==> src/rtl/usb_data_fifo.sv <==
// Parametrised circular FIFO between the AHB-lite push side and a USB packet engine pop side.
// Optional sticky overflow/underflow outputs are enabled with `define USB_FIFO_ERR_FLAGS_EN.
module usb_data_fifo #(
    parameter int DATA_W   = 8,
    parameter int DEPTH    = 64,
    parameter int AF_LEVEL = 56,
    parameter int OCC_W    = $clog2(DEPTH) + 1
) (
    input  logic              clk,
    input  logic              n_rst,
    input  logic              clear,
    input  logic              push,
    input  logic [DATA_W-1:0] push_data,
    input  logic              pop,
    output logic [DATA_W-1:0] pop_data,
    output logic [OCC_W-1:0]  occupancy,
    output logic              full,
    output logic              empty,
    output logic              almost_full
`ifdef USB_FIFO_ERR_FLAGS_EN
    ,
    output logic              overflow,
    output logic              underflow
`endif
);

    localparam int PTR_W = $clog2(DEPTH);

    logic [DATA_W-1:0] r_mem [DEPTH];
    logic [PTR_W-1:0]  r_wr_ptr;
    logic [PTR_W-1:0]  r_rd_ptr;
    logic [OCC_W-1:0]  r_occ;
    logic [OCC_W-1:0]  w_occ_nxt;
    logic              w_full;
    logic              w_empty;
    logic              w_push_ok;
    logic              w_pop_ok;

    assign w_full  = (r_occ == OCC_W'(DEPTH));
    assign w_empty = (r_occ == '0);

    // A pop at full frees the slot on the same edge, so the push is still taken.
    assign w_pop_ok  = pop & ~w_empty;
    assign w_push_ok = push & (~w_full | w_pop_ok);

    always_comb begin
        w_occ_nxt = r_occ;
        if (w_push_ok && !w_pop_ok)
            w_occ_nxt = r_occ + OCC_W'(1);
        else if (!w_push_ok && w_pop_ok)
            w_occ_nxt = r_occ - OCC_W'(1);
    end

    always_ff @(posedge clk or negedge n_rst) begin
        if (!n_rst) begin
            r_wr_ptr <= '0;
            r_rd_ptr <= '0;
            r_occ    <= '0;
        end else if (clear) begin
            r_wr_ptr <= '0;
            r_rd_ptr <= '0;
            r_occ    <= '0;
        end else begin
            if (w_push_ok)
                r_wr_ptr <= r_wr_ptr + PTR_W'(1);
            if (w_pop_ok)
                r_rd_ptr <= r_rd_ptr + PTR_W'(1);
            r_occ <= w_occ_nxt;
        end
    end

    // Storage is not reset; only entries between the pointers are ever observable.
    always_ff @(posedge clk) begin
        if (w_push_ok && !clear)
            r_mem[r_wr_ptr] <= push_data;
    end

    assign pop_data    = w_empty ? '0 : r_mem[r_rd_ptr];
    assign occupancy   = r_occ;
    assign full        = w_full;
    assign empty       = w_empty;
    assign almost_full = (r_occ >= OCC_W'(AF_LEVEL));

`ifdef USB_FIFO_ERR_FLAGS_EN
    logic r_overflow;
    logic r_underflow;

    always_ff @(posedge clk or negedge n_rst) begin
        if (!n_rst) begin
            r_overflow  <= 1'b0;
            r_underflow <= 1'b0;
        end else if (clear) begin
            r_overflow  <= 1'b0;
            r_underflow <= 1'b0;
        end else begin
            if (push && w_full && !pop)
                r_overflow <= 1'b1;
            if (pop && w_empty)
                r_underflow <= 1'b1;
        end
    end

    assign overflow  = r_overflow;
    assign underflow = r_underflow;
`endif

endmodule

==> config.mk <==
export PLATFORM = sky130hd
export DESIGN_NAME = usb_data_fifo
export DESIGN_NICKNAME = d
export VERILOG_FILES = /design/src/rtl/usb_data_fifo.sv
export SDC_FILE = /design/constraint.sdc
export NUM_CORES = 1
export LEC_CHECK = 0
export BUFFER_PORTS_ARGS = -buffer_cell sky130_fd_sc_hd__clkbuf_2
export CORE_MARGIN = 3
export CORE_UTILIZATION = 60
export CTS_BUF_LIST = sky130_fd_sc_hd__clkbuf_4 sky130_fd_sc_hd__clkbuf_8 sky130_fd_sc_hd__clkbuf_16
export DETAILED_ROUTE_END_ITERATION = 12
export GPL_ROUTABILITY_DRIVEN = 0
export PLACE_DENSITY = 0.77
export SLEW_MARGIN = 20
export SYNTH_ARGS = -nofsm -noshare
export SYNTH_HDL_FRONTEND = slang
export SYNTH_SLANG_ARGS = --single-unit
==> constraint.sdc <==
create_clock -name clk -period 3.35 [get_ports clk]
set_input_delay 0.1675 -clock clk [delete_from_list [all_inputs] [get_ports clk]]
set_output_delay 0.1675 -clock clk [all_outputs]
set_load 0.1 [all_outputs]
; ---- Word-level counts from Yosys, hierarchy flattened
; Memories as Yosys holds them, arrays and structs flattened.
; Index checks and enable logic that the tools add are counted.
[word_totals]
out_inout_bits = 18
wordCells = 35
ramBits = 512
in_bits = 13
memories = 1
reg_bits = 19
[memory_table]
columns = name, words, width, rd, rd_clocked_by_memory_dff, wr, line_no
row1 = r_mem, 64, 8, 1, 0, 1, 29  ; logic [DATA_W-1:0] r_mem [DEPTH];
[op_classes]
add_sub_neg = 4
bitwise_logic = 5
n_reduce_logical = 10
magnitude_cmp = 1
n_eq_ne = 1
muxes = 10
[op_table]
columns = operator, count
row1 = $mux 6, 4
row2 = $mux 7, 3
row3 = $add 6x1->6 const B, 2
row4 = $mux 8, 1
row5 = $add 7x1->7 const B, 1
row6 = $eq 7x7->1 const B, 1
row7 = $ge 7x6->1 const B, 1
row8 = $logic_not 7->1, 1
row9 = $sub 7x1->7 const B, 1
row10 = $reduce_bool 2->1, 2
row11 = $logic_and 1x1->1, 3
row12 = $logic_not 1->1, 3
row13 = $reduce_bool 3->1, 1
row14 = $and 1x1->1, 2
row15 = $mux 1, 2
row16 = $not 1->1, 2
row17 = $or 1x1->1, 1

; ---- Depth between registers and ports, before layout
[depth]
depth_word = 10
mapped_depth = 11
mapped_depth_nobuf = 10

; ---- Worst setup path after synthesis
; Ideal clock, no wire load.
[synth_path]
path_type = reg-to-reg
start = reg r_occ[0] (netlist: occupancy[0])
end = reg r_occ[5] (netlist: occupancy[5])
period_less_slack_ns = 3.598
setup_ns = 0.079
arrival_time_ns = 3.520
slack_ns = -0.248
path_buffers = 1
path_stages_with_launch = 11
required_time_ns = 3.271
cell_sequence = dfrtp_1 -> nor4_1 -> a41oi_1 -> buf_2 -> nand2_1 -> ha_1 -> a21oi_1 -> a21boi_0 -> or4b_2 -> a31o_2 -> a21oi_1
[synth_between]
elab_chain_len = 8
word_cells_on_any_way = 17
classes_between = add/sub (2) / eq/ne (1) / mux (3) / bitwise (5) / reduce/logical (6)
[synth_rtl]
columns = item, line_no
row1 = "start, declared", 32  ; logic [OCC_W-1:0] r_occ;
row2 = "start signal, assigned", 68  ; r_occ <= w_occ_nxt;
row3 = branches (longest 8 deep; another with $sub 7x1->7), --
; Parallel ways; which one is timed is not known. The select of a mux whose other input is x is not followed.
; A chain may end at the register's enable or synchronous reset.

; ---- Final worst setup path
[layout_path]
start = reg r_occ[3] (netlist: occupancy[3])
end = out pop_data[5]
[layout_between]
elab_chain_len = 2
[layout_rtl]
columns = item, line_no
row1 = $logic_not 7->1, 40  ; assign w_empty = (r_occ == '0);
row2 = $mux 8, 78  ; assign pop_data = w_empty ? '0 : r_mem[r_rd_ptr];
row3 = "end, declared", 15  ; output logic [DATA_W-1:0] pop_data,
; No other way between the ends.

==> impl_metrics.tcl <==
set metrics [dict create \
    status "completed" \
    report.final.slew_viol_count 0 \
    rr_worst_depth 9 \
    tightest_slew_ps 1090 \
    rsz0062_at_grt "no" \
    overflow 0 \
    synth_area_leaders "edfxtp_1, mux4_2, mux2i_1" \
    synth_seq_cells 531 \
    clock_sinks 531 \
    end_kind "output pin" \
    critPathArrivalTime_ps 3070 \
    peakVddDrop_mv 0.623 \
    fin_setup_tns_ps 0 \
    avgViaCountPerCell 6.55 \
    min_period_over_period 0.967 \
    yosysTopAreaCell "edfxtp_1" \
    fp.dieW_microns 193 \
    setup_viol 0 \
    ant_nets 0 \
    fp-row-count 67 \
    r2r_slack_ps 230 \
    cp_data_required_time_ps 3180 \
    clock_latency_ps 570 \
    maxCapViolCount 0 \
    globalRouteTotalUtil 0.260 \
    cts_tree "yes" \
    die_h_microns 193 \
    yosys.area.top_type_share 0.733 \
    critPathKind "reg2out" \
    numCtsBuffers 51 \
    clockBufferDepth 3 \
    drtPass1Iterations 5 \
    grt_pass1_wl_microns 70700 \
    synth_edf_count 512 \
    antenna_found_initial 0 \
    rr_startpoint "occupancy[3]$_DFFE_PN0P_" \
    worstHoldStart "push" \
    clkTransAtPathRegs_ps 60 \
    initial_core_util 0.618 \
    ys_types 50 \
    yosysWarnings 0 \
    crit_path_max_fanout 8 \
    grt_max_degree 55 \
    skew_ps 17.2 \
    final-hold-violation-count 0 \
    wl_microns 46300 \
    ios 31 \
    min_path_cells 4 \
    postSynthAreaPerCell_sq_um 19.2 \
    vias 11000 \
    final_layout_size_suffix_gt1_frac 0.253 \
    hold_class "in2reg" \
    drt_iter0_markers 1245 \
    whs_ps 44.9 \
    yosysSeqAreaShare 0.756 \
    whs_endpoint "occupancy[6]$_DFFE_PN0P_" \
    htree_levels 2 \
    port_buffers 30 \
    netlist_area_sq_um 21000 \
    fmax_ghz 0.309 \
    start_kind "register" \
    core-area_sq_um 34000 \
    detailed_place_hpwl_microns 27900 \
    die_area_sq_um 37200 \
    syn_inst 1090 \
    layout.nets 1208 \
    synth_nets 1112 \
    area_growth_pct 14.4 \
    p_per_area_nw_per_um2 750 \
    synthFlopType "edfxtp_1" \
    drc_errors 0 \
    slew_headroom 0.275 \
    antenna_cells 0 \
    ctsRootBufferMaster "clkbuf_16" \
    grt_pass1_vias 11200 \
    timing.rr.end "occupancy[5]$_DFFE_PN0P_" \
    synth-async-reset-ratio 0.0358 \
    p_leak_nw 7.82 \
    wl_per_cell_microns 27.6 \
    layout_min_cycle_time_ps 3240 \
]
==> kinds of logic after synthesis <==
| family | count (synthesis) | synth area share |
|---|---|---|
| mux | 163 | 0.135 |
| buf+inv | 69 | 0.0141 |
| flops | 531 | 0.756 |
| compound gates | 142 | 0.0490 |
| xor+xnor | 13 | 0.00543 |
| fa+ha+maj | 9 | 0.00573 |
| simple gates | 163 | 0.0347 |
==> metrics by stage <==
step / utilization / area, sq um / std cells / worst slack, ps / total power [mW]
2_1_floorplan: - / 21000 / 1090 / 25.3 / 10.8
3_3_place_gp: 0.652 / 22100 / 1574 / 235 / 12.1
3_5_place_dp: 0.652 / 22100 / 1574 / 212 / 12.1
4_1_cts: 0.706 / 24000 / 1677 / 101 / 18.1
5_1_grt: 0.707 / 24000 / 1677 / 22.0 / 18.6
6_report: 0.707 / 24000 / 1677 / 112 / 18.0
==> state kept, by name, summed over array words and instances (netlist names) <==
name       flops
r_mem        512
occupancy      7
r_rd_ptr       6
r_wr_ptr       6
==> worst max path at each step <==
stage | endpoint | slack (ps) | cells after the start | from
floorplan | occupancy[5]$_DFFE_PN0P_ | 30 | 10 | occupancy[0]$_DFFE_PN0P_
global placement | occupancy[5]$_DFFE_PN0P_ | 230 | 9 | occupancy[3]$_DFFE_PN0P_
detailed placement | occupancy[5]$_DFFE_PN0P_ | 210 | 9 | occupancy[3]$_DFFE_PN0P_
CTS | pop_data[5] | 100 | 6 | occupancy[3]$_DFFE_PN0P_
global route | pop_data[5] | 20 | 9 | r_rd_ptr[0]$_DFFE_PN0P_
finish | pop_data[5] | 110 | 6 | occupancy[3]$_DFFE_PN0P_
==> cell usage after synthesis (2+ instances only) <==
master and instances:
nor3_1 3, clkbuf_1 36, xnor2_1 6, a22oi_1 32, and4_1 2, mux4_2 96, nor2b_1 9, o21a_1 2
ha_1 8, a211oi_1 17, xor2_1 7, a22o_1 8, buf_1 5, nand3b_1 4, o22ai_1 16, nand4_1 3
nand3_1 10, a31o_2 2, and3_1 3, mux2i_1 67, edfxtp_1 512, a21oi_1 37, buf_2 18, inv_1 6
dfrtp_1 19, nor2_1 86, nand2_1 35, buf_4 4, o221ai_1 16
==> timing repair <==
item                       CTS  global route
gates resized for setup      0             1
setup endpoints to repair    6             1
setup buffers                5             0
hold endpoints to repair    23             0
hold buffers                 2             0
==> layout by cell type (no fill, tap or decap), types with 2 or more instances in the layout <==
cell / netlist / final
a211oi_1: 17 / 17
a21oi_1: 37 / 37
a22o_1: 8 / 8
a22oi_1: 32 / 32
a31o_2: 2 / 2
and3_1: 3 / 3
and4_1: 2 / 2
buf_12: 0 / 17
buf_4: 4 / 65
bufinv_16: 0 / 6
clkbuf_16: 0 / 53
clkbuf_2: 0 / 22
clkbuf_4: 0 / 10
clkbuf_8: 0 / 3
clkinv_1: 0 / 10
clkinv_2: 0 / 12
dfrtp_1: 19 / 10
dfrtp_2: 0 / 7
dfrtp_4: 0 / 2
dlygate4sd3_1: 0 / 2
edfxtp_1: 512 / 512
ha_1: 8 / 8
inv_1: 6 / 6
mux2i_1: 67 / 67
mux4_2: 96 / 96
nand2_1: 35 / 34
nand3_1: 10 / 10
nand3b_1: 4 / 4
nand4_1: 3 / 3
nor2_1: 86 / 85
nor2b_1: 9 / 7
nor2b_2: 0 / 2
nor3_1: 3 / 3
o21a_1: 2 / 2
o221ai_1: 16 / 16
o22ai_1: 16 / 16
xnor2_1: 6 / 6
xor2_1: 7 / 7
==> power by group <==
part | switching, mW | internal (mW) | total (mW)
clock network | 2.37 | 3.51 | 5.87
registers | 0.115 | 7.35 | 7.47
logic | 2.67 | 1.97 | 4.64
==> layer usage <==
metal	global-route usage	vias to the layer above	share of wire
met2	0.421	542	0.49
met5	0	-	0
li1	-	4643	-
met3	0.0477	102	0.085
met4	0.0729	0	0.027
met1	0.374	5691	0.39
==> area by class of cell <==
type                            count  area, sq um
Clock buffer                       66         1440
Clock inverter                     30          305
Fill cell                        2022         9960
Inverter                            6         22.5
Multi-Input combinational cell    490         4830
Sequential cell                   531        15900
Tap cell                          448          561
Timing Repair Buffer              106          958
==> critical path, stage by stage (launching register included) <==
cell,delay (ps)
dfrtp_2,440
or4_4,570
or3_4,390
or2b_1,410
a21oi_1,190
a22o_1,310
buf_12,190
(Power assumes the default switching activity.)
